[src/rtl/motor_timer_ctrl.sv]
// rtl/motor_timer_ctrl.sv - fan motor speed/timer control FSM with PWM drive
//
// Turns three debounced buttons into a speed level and a timer mode, drives
// timer_counter's mode select and clear, and stops the motor on timer expiry.
// Optional feature macro: MOTOR_SOFT_START_EN. When it is defined, the active
// duty ramps up by PWM_PERIOD/20 per period.
//
// Ports:
//   i_clk            system clock (shared with timer_counter)
//   i_reset          asynchronous active-high reset
//   i_btn_speed      speed button, debounced level
//   i_btn_timer      timer-mode button, debounced level
//   i_btn_stop       stop button, debounced level
//   i_timer_sec      elapsed seconds from the timer
//   i_timer_state    timer done flag
//   o_timer_sw       timer mode: 0 free-run, 1/2/3 = 10/20/30 s
//   o_timer_clr      one-cycle timer clear pulse
//   o_speed          speed level, 0 = off
//   o_pwm            motor PWM output
//   o_remain_sec     seconds left in the current timed mode
module motor_timer_ctrl #(
    parameter int PWM_PERIOD = 100,
    parameter int DUTY1      = 25,
    parameter int DUTY2      = 50,
    parameter int DUTY3      = 75
) (
    input  logic       i_clk,
    input  logic       i_reset,
    input  logic       i_btn_speed,
    input  logic       i_btn_timer,
    input  logic       i_btn_stop,
    input  logic [5:0] i_timer_sec,
    input  logic       i_timer_state,
    output logic [1:0] o_timer_sw,
    output logic       o_timer_clr,
    output logic [1:0] o_speed,
    output logic       o_pwm,
    output logic [5:0] o_remain_sec
);

    localparam int CW = (PWM_PERIOD > 1) ? $clog2(PWM_PERIOD) : 1;
    // Duty must be able to hold PWM_PERIOD itself (constant-high case).
    localparam int DW = $clog2(PWM_PERIOD + 1);
    localparam logic [CW-1:0] CNT_LAST = CW'(PWM_PERIOD - 1);
`ifdef MOTOR_SOFT_START_EN
    localparam int STEP = (PWM_PERIOD / 20 > 0) ? PWM_PERIOD / 20 : 1;
`endif

    typedef enum logic [0:0] {
        IDLE = 1'b0,
        RUN  = 1'b1
    } state_t;

    state_t          state_q, state_d;
    logic [1:0]      speed_q, speed_d;
    logic [1:0]      sw_q, sw_d;
    logic            clr_q, clr_d;
    logic [1:0]      guard_q, guard_d;
    logic [5:0]      remain_q, remain_d;
    logic [CW-1:0]   pwm_cnt_q, pwm_cnt_d;
    logic [DW-1:0]   duty_q, duty_d;
    logic            pwm_q, pwm_d;
    logic            prev_speed_q, prev_timer_q, prev_stop_q;

    logic            ev_speed, ev_timer, ev_stop, done_hit;
    logic [5:0]      limit;
    logic [DW-1:0]   target;
    logic [DW-1:0]   cnt_ext;

    assign ev_speed = i_btn_speed & ~prev_speed_q;
    assign ev_timer = i_btn_timer & ~prev_timer_q;
    assign ev_stop  = i_btn_stop  & ~prev_stop_q;

    // The guard masks a done flag left over from the mode before the last clear.
    assign done_hit = (sw_q != 2'd0) && i_timer_state && (guard_q == 2'd0);

    // FSM next state, speed, mode and clear pulse; priority stop > done > speed > timer.
    always_comb begin
        state_d = state_q;
        speed_d = speed_q;
        sw_d    = sw_q;
        clr_d   = 1'b0;
        case (state_q)
            IDLE: begin
                if (ev_speed) begin
                    state_d = RUN;
                    speed_d = 2'd1;
                    sw_d    = 2'd0;
                    clr_d   = 1'b1;
                end
            end
            RUN: begin
                if (ev_stop || done_hit) begin
                    state_d = IDLE;
                    speed_d = 2'd0;
                    sw_d    = 2'd0;
                    clr_d   = 1'b1;
                end else if (ev_speed) begin
                    speed_d = (speed_q == 2'd3) ? 2'd1 : speed_q + 2'd1;
                end else if (ev_timer) begin
                    sw_d  = sw_q + 2'd1;
                    clr_d = 1'b1;
                end
            end
            default: begin
                state_d = IDLE;
                speed_d = 2'd0;
                sw_d    = 2'd0;
            end
        endcase
    end

    always_comb begin
        guard_d = guard_q;
        if (clr_d) begin
            guard_d = 2'd2;
        end else if (guard_q != 2'd0) begin
            guard_d = guard_q - 2'd1;
        end
    end

    // Remaining seconds follow the post-edge mode so IDLE always shows 0.
    always_comb begin
        limit = 6'd0;
        case (sw_d)
            2'd1:    limit = 6'd10;
            2'd2:    limit = 6'd20;
            2'd3:    limit = 6'd30;
            default: limit = 6'd0;
        endcase
        remain_d = 6'd0;
        if ((state_d == RUN) && (sw_d != 2'd0) && (i_timer_sec < limit)) begin
            remain_d = limit - i_timer_sec;
        end
    end

    always_comb begin
        target = '0;
        case (speed_q)
            2'd1:    target = DW'(DUTY1);
            2'd2:    target = DW'(DUTY2);
            2'd3:    target = DW'(DUTY3);
            default: target = '0;
        endcase
    end

    assign cnt_ext = DW'(pwm_cnt_q);

    always_comb begin
        pwm_cnt_d = (pwm_cnt_q == CNT_LAST) ? '0 : pwm_cnt_q + CW'(1);
        duty_d    = duty_q;
        if (pwm_cnt_q == CNT_LAST) begin
`ifdef MOTOR_SOFT_START_EN
            if (target > duty_q) begin
                if (({1'b0, duty_q} + (DW + 1)'(STEP)) > {1'b0, target}) begin
                    duty_d = target;
                end else begin
                    duty_d = duty_q + DW'(STEP);
                end
            end else begin
                duty_d = target;
            end
`else
            duty_d = target;
`endif
        end
        // Gating with the next state drops the output on the edge that stops the motor.
        pwm_d = (state_d == RUN) && (cnt_ext < duty_q);
    end

    always_ff @(posedge i_clk or posedge i_reset) begin
        if (i_reset) begin
            state_q      <= IDLE;
            speed_q      <= 2'd0;
            sw_q         <= 2'd0;
            clr_q        <= 1'b0;
            guard_q      <= 2'd0;
            remain_q     <= 6'd0;
            pwm_cnt_q    <= '0;
            duty_q       <= '0;
            pwm_q        <= 1'b0;
            prev_speed_q <= 1'b0;
            prev_timer_q <= 1'b0;
            prev_stop_q  <= 1'b0;
        end else begin
            state_q      <= state_d;
            speed_q      <= speed_d;
            sw_q         <= sw_d;
            clr_q        <= clr_d;
            guard_q      <= guard_d;
            remain_q     <= remain_d;
            pwm_cnt_q    <= pwm_cnt_d;
            duty_q       <= duty_d;
            pwm_q        <= pwm_d;
            prev_speed_q <= i_btn_speed;
            prev_timer_q <= i_btn_timer;
            prev_stop_q  <= i_btn_stop;
        end
    end

    assign o_timer_sw   = sw_q;
    assign o_timer_clr  = clr_q;
    assign o_speed      = speed_q;
    assign o_pwm        = pwm_q;
    assign o_remain_sec = remain_q;

endmodule

[config.mk]
export PLATFORM = sky130hd
export DESIGN_NAME = motor_timer_ctrl
export DESIGN_NICKNAME = d
export VERILOG_FILES = /design/src/rtl/motor_timer_ctrl.sv
export SDC_FILE = /design/constraint.sdc
export NUM_CORES = 1
export LEC_CHECK = 0
export ABC_AREA = 1
export CORE_ASPECT_RATIO = 0.6
export CORE_UTILIZATION = 50
export DETAILED_ROUTE_END_ITERATION = 8
export PLACE_DENSITY = 0.7
export SYNTH_ARGS = -nofsm -noshare
export SYNTH_HDL_FRONTEND = slang
export SYNTH_SLANG_ARGS = --single-unit
[constraint.sdc]
create_clock -name i_clk -period 2.4 [get_ports i_clk]
set_input_delay 0.48 -clock i_clk [delete_from_list [all_inputs] [get_ports i_clk]]
set_output_delay 0.48 -clock i_clk [all_outputs]
set_load 0.1 [all_outputs]
Word level (Yosys, flattened, before mapping). Cells that the tools add are included.

Memory bits (writable): 0. Word-level logic and storage cells: 70. Output and inout bits: 12. Latch bits: 0. Bits of input ports: 12. Memory bits (read-only): 0. Register bits after elaboration: 32. Memories: 0.

Div/mod/pow operators: 0. Order comparisons: 2. Multiply operators: 0. Multiplexer cells: 23. Bitwise gates (word level): 7. Shifts and indexed selects: 0. $add $sub $neg: 5. Reduce and logical (&&, ||, !) cells: 12. Eq/ne operators: 9.

Operators with widths (number): 7-bit case mux with 3 select lines (1); 2-bit 2-to-1 mux (10); 5-bit case mux with 3 select lines (1); 2-bit == test (second input constant) (4); 2-bit case mux with 2 select lines (2); 2-bit nonzero test (4); 7-bit by 1-bit adder with 7-bit output (second input constant) (1); 7-bit == test (second input constant) (1); 7-bit less-than comparator (1); 7-bit 2-to-1 mux (1); 6-bit less-than comparator (1); 6-bit 2-to-1 mux (1); 6-bit subtractor (1); 1-bit logical AND (5); 1-bit 2-to-1 mux (5); 2-bit by 1-bit adder with 2-bit output (second input constant) (2); 2-bit by 1-bit == test with 1-bit output (second input constant) (2); 1-bit NOT (4); 1-bit case mux with 2 select lines (2); 1-bit bitwise AND (3); 3-bit by 1-bit != test with 1-bit output (second input constant) (1); 2-bit logical NOT (1); 2-bit != test (second input constant) (1); 2-bit AND reduction (1); 2 further kinds (2).

Logic depth before layout (Yosys ltp).
Depth in word-level cells: 11. Mapped depth: 16. Gate-level depth less buffers: 16.

Worst setup path after synthesis. No wires, ideal clock.

Kind: reg-to-reg. Start: register sw_q[0] (netlist: o_timer_sw[0]). End: register remain_q[0] (netlist: o_remain_sec[0]). Setup time: 0.120 ns. Data required time: 2.280 ns. Cell stages (with the launch flop): 16. Setup slack: -0.455 ns. Data arrival time: 2.735 ns. Cells stage by stage: dfrtp_1 > inv_1 > ha_1 > inv_1 > nand3_1 > nand3_2 > nor2_1 > nor2_1 > inv_1 > fa_1 > nand3_1 > nand3_1 > a21oi_1 > nor2_2 > nand2_2 > nor2_1.

Longest elaborated chain between the ends: 11. Elaborated cells between the ends (all ways): 21. Those cells by class: add/sub: 1; order compare: 1; eq/ne: 3; mux: 9; reduce/logical: 7.

Ends and longest elaborated chain: from (decl) (line 56) `logic [1:0] sw_q, sw_d;`; from (signal assigned) (line 188) `sw_q <= sw_d;`; branches (longest 5 deep; another with 2-bit by 1-bit adder with 2-bit output); 2-bit case mux with 2 select lines * (line 83) `case (state_q)`; net sw_d[0] (line 56); 2-bit == test or 2-bit by 1-bit == test with 1-bit output (tied branches) (line 125) `case (sw_d)`; 5-bit case mux with 3 select lines (line 125); 6-bit less-than comparator (line 132) `if ((state_d == RUN) && (sw_d != 2'd0) && (i_timer_sec < limit)) begin`; 1-bit logical AND * (line 132); 6-bit 2-to-1 mux * (line 132); net remain_d[0] (line 59) `logic [5:0] remain_q, remain_d;`; to (signal assigned) (line 191) `remain_q <= remain_d;`; to (decl) (line 59).

Mark *: on every way through the listed nets, which the timed path passes. A chain may end at the register's enable or synchronous reset.

Worst setup path in the final report.
Start: register sw_q[1] (netlist: o_timer_sw[1]). End: register remain_q[4] (netlist: o_remain_sec[4]).

Longest elaborated chain between the ends: 11. Elaborated cells between the ends (all ways): 22. Those cells by class: add/sub: 2; order compare: 1; eq/ne: 3; mux: 9; reduce/logical: 7.

Ends and longest elaborated chain: 2-bit nonzero test * (line 75) `assign done_hit = (sw_q != 2'd0) && i_timer_state && (guard_q == 2'd0);`; 1-bit logical AND * (2 in a row) (line 75); 1-bit logical OR * (line 93) `if (ev_stop || done_hit) begin`; 2-bit 2-to-1 mux * (line 93); 2-bit case mux with 2 select lines * (line 83); net sw_d[0] (line 56); 2-bit == test or 2-bit by 1-bit == test with 1-bit output (tied branches) (line 125); 5-bit case mux with 3 select lines (line 125); 6-bit less-than comparator (line 132); 1-bit logical AND (line 132); 6-bit 2-to-1 mux * (line 132); net remain_d[4] (line 59).

The timed path passes the listed nets; every way through them passes the cells marked *.

==> results.md <==
- Status: finished, final reports clean
- Pre-antenna DRT Iters: 4
- Hold buffer count at cts: 0
- RD Place Congestion: 0.820
- Placeable Area: 3020 µm²
- Finish-stage setup viols: 0
- Final period util: 0.967
- Placed cells: 271
- Hold slack: 0.366 ns
- 1st-iter DRT viols: 77
- CP max FO: 6
- CTS root buf: clkbuf_8
- CP Launch Type: flop
- Vias in the first global route: 1142
- Die X: 76.5 µm
- Multi-input gate area: 875 µm²
- Htree depth: 2
- Ant diodes: 0
- First-pass GRT wire length: 5290 µm
- Initial Util: 0.552
- List of most frequent post-synthesis cells: inv_1, dfrtp_1, nand2_1
- Synth Area per Inst: 8.68 µm²
- Die ar.: 3580 µm²
- Clock skew: 0.00630 ns
- CTS clk-pin slew, worst paths: 0.06 ns
- Count leader, synth: inv_1
- Post-route setup slack: 0.0801 ns
- TNS Setup: 0 ns
- WP data arrival: 2.52 ns
- Design Area, Final: 2310 µm²
- Vias after detailed routing: 1382
- Slew @ Worst Pin: 0.362 ns
- Tmin final: 2.32 ns
- Total track usage: 0.202
- Yosys top cell area share: 0.450
- Rel. slew slack: 0.759
- Skew-Pair Late Insertion Delay: 0.27 ns
- Seq. cell area: 758 µm²
- Post-route DRC: 0
- Synth top area cells: dfrtp_1, ha_1, inv_1, nand2_1, nor2_1
- Vias per Instance: 4.85
- Yosys reg bits: 30
- CP Capture Type: flop
- Final hold violations: 0
- Worst Reg2Reg Path Length in Cells: 15
- Top cell type by total area after synthesis: dfrtp_1
- Pre-CTS WS: -0.343 ns
- Critical Path RT: 2.60 ns
- Synth Cell Area: 1670 µm²
- Initial antenna violation count: 0
- Ys Warns: 0
- Largest net degree at the start of global routing: 31
- F_max: 431 MHz
- Seq/Total Area, Yosys: 0.450
- Overflow after GRT: 0
- Filler cells: 211
- PD cells: 805 nW/µm²
- Post-route insts no fill: 285
- Share of cells above drive strength 1: 0.321
- Wire per inst: 12.6 µm
- Kind of critical path: reg -> reg
- CTS buffer count: 5
- Cell Rows: 15
- Fraction of registers with async set/reset: 1.00
- Antenna-violating nets left: 0
- Fin. max-slew vios: 0
- Synthesized instance count: 192
- Hold Crit Depth: 1
- Post-synth top flop: dfrtp_1
- Max clock buf depth: 2
- Worst min-delay path class: in -> reg
- Synth cell types: 28
- Total wire length: 3590 µm
- Ports: 24
- Max cap viols: 0
- DP Area: 2040 µm²
- Port Buf Inserts: 23
- Peak VDD IR: 0.000692 V
- Clock sink count: 30
- LEAKAGE: 0.00121 µW
- Area growth from synthesis to layout: 38.4%
- CTS tree: built
- Final nets: 273
- Syn nets: 223
- Post-synth EDFFs: 0
- DP HPWL: 2640 µm
- Die height: 46.7 µm
where the power goes:
part | internal (µW) | total (µW) | leakage (µW) | switching, µW
sequential | 555 | 594 | 0.000382 | 38.2
combinational | 297 | 775 | 0.000777 | 478
clock | 310 | 490 | 0.0000524 | 180
metal layers:
metal	track usage	wire [µm]	vias to the layer above
met5	0	0	-
met1	0.302	1910	645
met4	0.0346	8	0
li1	-	-	699
met2	0.292	1510	36
met3	0.0594	159	2
path summary, 6_finish.rpt:
path	from	endpoint	slack [ns]
setup / recovery	o_timer_sw[1]	o_remain_sec[4]	0.08
hold / removal	i_btn_timer	prev_timer_q	0.37
setup reg to reg	o_timer_sw[1]	o_remain_sec[4]	0.08
hold reg to reg	guard_q[1]	guard_q[1]	0.52
max in group asynchronous	i_reset	o_timer_sw[0]	1.52
min in group asynchronous	i_reset	cnt_ext[2]	0.57
final cells by class:
| type | instances | share of cell area |
|---|---|---|
| flip-flops and latches | 30 | 0.329 |
| inverters | 42 | 0.0694 |
| clock buffers | 7 | 0.0331 |
| clock inverters | 1 | 0.0130 |
| well taps | 42 | 0.0228 |
| repair buffers | 43 | 0.154 |
| multi-input cells | 120 | 0.379 |
state kept, by name (all words and copies together), names as in the netlist:
signal / cells
o_speed: 2
prev_speed_q: 1
o_timer_sw: 2
state_q: 1
prev_timer_q: 1
prev_stop_q: 1
o_timer_clr: 1
cnt_ext: 7
duty_q: 5
o_remain_sec: 6
o_pwm: 1
guard_q: 2
layout by cell type (no fill, tap or decap), types with 3 or more instances in the layout:
| cell type | n |
|---|---|
| inv_1 | 36 |
| buf_4 | 32 |
| nand2_1 | 29 |
| dfrtp_1 | 28 |
| nor2_1 | 15 |
| ha_1 | 11 |
| a21oi_1 | 9 |
| clkdlybuf4s50_1 | 9 |
| o21ai_0 | 8 |
| nor2_2 | 7 |
| nand3_1 | 6 |
| inv_2 | 5 |
| ha_4 | 5 |
| clkbuf_8 | 5 |
| nand2_2 | 3 |
| a21oi_2 | 3 |
logic make-up (layout without fill, tap and decap cells):
family / Yosys count / count (layout) / share of synthesized area
AOI/OAI and AO/OA: 29 / 29 / 0.107
xor gates and xnor gates: 3 / 3 / 0.0158
adders and majority gates: 19 / 19 / 0.147
buffers and inverters: 42 / 93 / 0.0946
DFF: 30 / 30 / 0.450
and+or+nand+nor: 69 / 69 / 0.185
through the flow:
stage | power (µW) | utilization
3_5_place_dp | 1240 | 0.674
6_report | 1860 | 0.764
3_3_place_gp | 1210 | 0.674
2_1_floorplan | 1030 | -
4_1_cts | 1750 | 0.716
5_1_grt | 1950 | 0.764
what timing repair did:
item / 4_1_cts / 5_1_grt
setup endpoints to repair: 6 / 6
setup buffers: 1 / 5
pin swaps: 3 / 12
resized for setup: 4 / 24
worst max-delay path, stage by stage, from the launching register on:
cell and delay [ns]:
dfrtp_4 0.49, inv_2 0.07, ha_2 0.16, inv_1 0.04, nand3_2 0.07, nand3_2 0.11, nor2_2 0.11, nor2_2 0.05
inv_2 0.14, ha_4 0.23, ha_2 0.17, a31oi_2 0.18, nand2_2 0.07, nor2_2 0.11, nand2_2 0.11, nor2_2 0.14
(Power assumes the default switching activity.)
